File: config.mk
export PLATFORM = sky130hd
export DESIGN_NAME = alu_cmd_sequencer
export DESIGN_NICKNAME = d
export VERILOG_FILES = /design/src/rtl/alu_cmd_sequencer.sv
export SDC_FILE = /design/constraint.sdc
export NUM_CORES = 1
export LEC_CHECK = 0
export CAP_MARGIN = 25
export CORE_MARGIN = 4
export CORE_UTILIZATION = 42
export DETAILED_ROUTE_END_ITERATION = 6
export PLACE_DENSITY = 0.77
export SYNTH_ARGS = -nofsm -noshare
export SYNTH_HDL_FRONTEND = slang
export SYNTH_SLANG_ARGS = --single-unit
export TNS_END_PERCENT = 5
File: constraint.sdc
create_clock -name clk -period 2.2 [get_ports clk]
set_input_delay 0.22 -clock clk [delete_from_list [all_inputs] [get_ports clk]]
set_output_delay 0.22 -clock clk [all_outputs]
set_load 0.01 [all_outputs]
File: src/rtl/alu_cmd_sequencer.sv
// alu_cmd_sequencer: accumulator command front end for the 8-bit ALU, valid/ready in and out.
// Optional op_count output when ALU_CMD_SEQUENCER_OPCOUNT_EN is defined.
module alu_cmd_sequencer (
  input  logic        clk,
  input  logic        rst_n,
  input  logic        cmd_valid,
  output logic        cmd_ready,
  input  logic [3:0]  cmd_op,
  input  logic [7:0]  cmd_operand,
  output logic [7:0]  alu_a,
  output logic [7:0]  alu_b,
  output logic [3:0]  alu_opcode,
  input  logic [7:0]  alu_result,
  input  logic        alu_zero,
  input  logic        alu_carry,
  output logic        rsp_valid,
  input  logic        rsp_ready,
  output logic [7:0]  rsp_data,
  output logic        rsp_zero,
  output logic        rsp_carry,
`ifdef ALU_CMD_SEQUENCER_OPCOUNT_EN
  output logic [15:0] op_count,
`endif
  output logic        rsp_err
);
  typedef enum logic [1:0] {IDLE, EXEC, RESP} state_t;
  state_t state;
  logic [7:0] acc, nxt_acc;
  logic err, arith;
  logic unused_zero;
  assign unused_zero = alu_zero;
  assign alu_a = acc;
  always_comb begin
    err = alu_opcode == 4'h2 || alu_opcode >= 4'hA || (alu_opcode == 4'h3 && alu_b == 8'h00);
    arith = alu_opcode == 4'h0 || alu_opcode == 4'h1 || alu_opcode == 4'h3;
    nxt_acc = err ? acc : alu_opcode == 4'h8 ? alu_b : alu_opcode == 4'h9 ? 8'h00 : alu_result;
  end
  always_ff @(posedge clk or negedge rst_n) begin
    if (!rst_n) begin
      state <= IDLE;
      acc <= 8'h00;
      cmd_ready <= 1'b0;
      rsp_valid <= 1'b0;
      rsp_data <= 8'h00;
      rsp_zero <= 1'b0;
      rsp_carry <= 1'b0;
      rsp_err <= 1'b0;
      alu_b <= 8'h00;
      alu_opcode <= 4'h0;
    end else begin
      case (state)
        IDLE: begin
          cmd_ready <= 1'b1;
          if (cmd_valid && cmd_ready) begin
            cmd_ready <= 1'b0;
            alu_opcode <= cmd_op;
            alu_b <= cmd_operand;
            state <= EXEC;
          end
        end
        EXEC: begin
          acc <= nxt_acc;
          rsp_data <= nxt_acc;
          rsp_zero <= nxt_acc == 8'h00;
          rsp_carry <= !err && arith && alu_carry;
          rsp_err <= err;
          rsp_valid <= 1'b1;
          state <= RESP;
        end
        default: begin
          if (rsp_ready) begin
            rsp_valid <= 1'b0;
            cmd_ready <= 1'b1;
            state <= IDLE;
          end
        end
      endcase
    end
  end
`ifdef ALU_CMD_SEQUENCER_OPCOUNT_EN
  always_ff @(posedge clk or negedge rst_n) begin
    if (!rst_n) op_count <= 16'h0000;
    else if (state == EXEC && !err && op_count != 16'hFFFF) op_count <= op_count + 16'h0001;
  end
`endif
endmodule

* Yosys cells after proc, flatten, opt, wreduce, memory -nomap -nowiden
Cells that the tools add are included.
** Word-level totals
- Input port bits :: 26
- Word-level logic and storage cells :: 50
- Output and inout bits :: 33
- Register bits :: 27
** Cells by class
- Bitwise logic cells :: 2
- Equality and inequality tests :: 7
- Muxes and demuxes :: 11
- $lt $le $gt $ge :: 1
- Reduce and logical (&&, ||, !) cells :: 20
** Operators with widths (number)
- 8-bit two-way mux :: 3
- 8-bit zero test :: 2
- 4-bit by 2-bit equality test with 1-bit output (second input constant) :: 2
- 4-bit equality test (second input constant) :: 2
- 2-bit AND reduction :: 4
- 4-bit by 1-bit equality test with 1-bit output (second input constant) :: 1
- 4-bit >= comparator (second input constant) :: 1
- 1-bit logical AND :: 4
- 4-bit zero test :: 1
- 1-bit logical OR :: 4
- 2-bit two-way mux :: 2
- 1-bit case mux with 2 select lines :: 2
- 2-bit case mux with 2 select lines :: 1
- 2-bit nonzero test :: 2
- 1-bit two-way mux :: 3
- 3-bit nonzero test :: 1
- 2-bit by 1-bit equality test with 1-bit output (second input constant) :: 1
- 2-bit zero test :: 1
- 2-bit != test (second input constant) :: 1
- 1-bit NOT :: 2
- 1-bit zero test :: 1

* Logic depth before layout (Yosys ltp)
- Depth after elaboration :: 6
- Gate-level depth with buffers :: 6
- Depth with buffers taken out :: 4

* Least setup slack after synthesis
Ideal clock, no wire load.
- Path kind :: flip-flop to flip-flop
- From :: register alu_b[2]
- To :: register acc[0] (netlist: alu_a[0])
- Required time :: 2075 ps
- Cell stages (with the launch flop) :: 5
- Path buffers :: 0
- Library setup time :: 125 ps
- Path slack :: 542 ps
- Period minus slack after synthesis :: 1658 ps
- Arrival :: 1534 ps
- Cells stage by stage :: dfrtp_1 nor4_2 a311oi_2 o21ai_4 mux2_2
** On the way
- Cells in the longest elaborated chain, start to end :: 4
** RTL lines
- start, declared :: RTL line 11 : output logic [7:0] alu_b,
- start signal, assigned :: RTL line 57 : alu_b <= cmd_operand;
- 8-bit zero test :: RTL line 34 : err = alu_opcode == 4'h2 || alu_opcode >= 4'hA || (alu_opcode == 4'h3 && alu_b == 8'h00);
- 1-bit logical AND :: RTL line 34
- 1-bit logical OR :: RTL line 34
- 8-bit two-way mux :: RTL line 36 : nxt_acc = err ? acc : alu_opcode == 4'h8 ? alu_b : alu_opcode == 4'h9 ? 8'h00 : alu_result;
- end signal, assigned :: RTL line 62 : acc <= nxt_acc;
- end, declared :: RTL line 28 : logic [7:0] acc, nxt_acc;
Every way passes these cells.
A chain may end at the register's enable or synchronous reset.

* Worst setup path in the final report
- From :: register alu_b[2]
- To :: register acc[7] (netlist: alu_a[7])
Same word-level chain as after synthesis.

==> out/results.ini <==
[run_status]
status=finished, final reports clean

[cells_and_area]
nNetsFinal=199
fin_area_um2=1928
antennaDiodeCount=0
final_util=0.6264
syn2layout_area_growth_pct=41.25
drive_gt1_frac=0.1570
n_fill_cell=271

[place]
port_buffers=57
gp_congestion=0.7948
placed_area_um2=1902
place_ws_ps=415.0
post-dp-hpwl_mm=2.407

[critical_path]
slowest_delay_ps=440
crit_type=register to register
crit_fanout=8
start_kind=register
critical_path.top_delay_family=compound AO/OA/AOI/OAI gates
arrival_ps=2010
crit_path_cell_trace=nor4_2 > a311oi_2 > o21ai_4 > mux2_2
required_ps=2420
crit_slowest_cell=dfrtp_1
rr_worst_depth=4
rrSetupSlack_ps=410
cp_num_cells=4
crit_buf_inv=0
cp-end-kind=register

[logic_synthesis]
async_reset_ff_frac=1.000
yosysMostFrequentCell=dfrtp_1
yosysWarningCount=0
synth.distinct_cells=30
synth_top_area_cell=dfrtp_1
synth-seq-cells=27
postSynthAreaPerCell_um2=11.10
synth.top_cell.area_share=0.4950
seq_area_frac_synth=0.4950
synth_common_cells=dfrtp_1 (27), mux2_2 (19), nand2_1 (13)
synth_flop_cell=dfrtp_1
synthTopCellsByArea=dfrtp_1 (49%), mux2_2 (16%), buf_4 (4.4%)
syn_nets=149
syn_inst=123
synth_edf_count=0
syn_area_um2=1365

[clocking]
cts.hold.buffers_added=0
cts_setup_buffers=0
postCtsResizedCells=0
clk_pin_slew_ps=140
cts-root-buf=clkbuf_4
htree_levels=1
cts.path.max_buffers=2
tritoncts=built
clkLatencyLatePin_ps=310
numCtsBuffers=3
cts.sinks=27

[power_and_ir_drop]
internal_power_mw=1.707
clkPwrFrac=0.078
p_sw_mw=1.005
p_sw_frac=0.3706
leakagePower_nw=0.7894
comb_power_share=0.545
p_seq_frac=0.378
power_density_nw_per_um2=1407
finalPower_mw=2.712
irDropWorstVdd_mv=0.6492

[drt]
avgRoutedWirePerCell_um=13.81
vias=1052
dr.pass1.iters=4
finalWirelength_mm=2.984
drt-initial-drc-count=24
detail-route-antenna-nets=0
post-route-drc-count=0
viasPerCell=4.870

[die]
ios=59
row_count=20
die_h_um=65.01
core-area_um2=3078
floorplan.die_area_um2=4226
die_width_um=65.01
start_util=0.4435

[timing]
fin_tns_setup_ps=0
setup_viol=0
hold_violations=0
tightest_slew_ps=572.2
finalWorstSetupSlack_ps=409.9
min_period_ps=1790
drv_slew=0
fmax_mhz=558.6
relSlewSlack=0.6185
finClkSkew_ps=0.9087
rsz0062_at_grt=false
fin_crit_sh=0.8137

[global_routing]
grt_pass1_wl_mm=5.016
grt_pass1_vias=1143
antenna_found_initial=0
overflow=0
grt_usage=0.1521
grt_max_degree=28

[job]
max_cap_viol_count=0

[hold_path]
min_path_type=input port to async pin

## worst paths after layout
kind	start	end
max	alu_b[2]	alu_a[7]
min	rst_n	alu_opcode[1]
max reg2reg	alu_b[2]	alu_a[7]
min reg2reg	rsp_err	rsp_err
max in group asynchronous	rst_n	alu_a[2]
min in group clk	cmd_op[2]	alu_opcode[2]
## flip-flops by register name (all words and copies together), names as in the netlist
signal / flops
state: 2
rsp_zero: 1
rsp_err: 1
cmd_ready: 1
alu_opcode: 4
alu_b: 8
rsp_valid: 1
alu_a: 8
rsp_carry: 1
## per-layer routing
| layer | vias to the layer above | part of all wire | GRT usage |
|---|---|---|---|
| li1 | 519 | - | - |
| met1 | 502 | 0.43 | 0.1847 |
| met2 | 29 | 0.52 | 0.2669 |
| met3 | 2 | 0.048 | 0.02946 |
| met4 | 0 | 0.0067 | 0.05440 |
| met5 | - | 0 | 0 |
## placed cells by master, fill, tap and decap left out
master           count
clkdlybuf4s50_1     57
dfrtp_1             27
mux2_2              19
nand2_1             13
o21ai_0             10
nand2b_1             7
nor2_1               4
nor4_1               4
inv_1                3
clkbuf_4             3
nor4_2               2
a211oi_1             2
nor2b_1              2
a21oi_1              2
or2b_1               2
and3_1               1
o22ai_1              1
a311oi_2             1
or2_1                1
or3b_1               1
nand3_1              1
o31ai_1              1
a21o_1               1
nor3_1               1
and2_1               1
a41o_1               1
o21ai_4              1
o21bai_1             1
clkbuf_1             1
buf_4                1
## logic make-up (layout without fill, tap and decap cells)
family                 Yosys count  count (layout)  synth area share
buffers and inverters           16              65           0.07882
AOI/OAI and AO/OA               21              21            0.1063
DFF                             27              27            0.4950
and+or+nand+nor                 40              40            0.1631
muxes                           19              19            0.1567
## cell type report
class / count / area [um2] / area share
Clock buffer: 4 / 26.28 / 0.01363
Inverter: 3 / 11.26 / 0.005840
Multi-Input combinational cell: 80 / 581.8 / 0.3018
Sequential cell: 27 / 675.6 / 0.3504
Tap cell: 44 / 55.05 / 0.02855
Timing Repair Buffer: 58 / 578.1 / 0.2998
## power groups by stage
| stage | sequential (mW) | clock (mW) | combinational, mW |
|---|---|---|---|
| after floorplan | 1.08 | 0 | 0.783 |
| after global placement | 1.02 | 0 | 1.47 |
| after detailed placement | 1.04 | 0 | 1.49 |
| after CTS | 1.03 | 0.214 | 1.50 |
| after global routing | 1.08 | 0.240 | 1.60 |
| final | 1.02 | 0.210 | 1.48 |
## through the flow
stage / cells / hold WS [ps]
2_1_floorplan: 123 / -75.59
3_3_place_gp: 212 / 470.9
3_5_place_dp: 212 / 489.6
5_1_grt: 216 / 290.9
6_report: 216 / 263.0
4_1_cts: 216 / 272.5
Note: power is estimated with default switching activity, not from simulation.
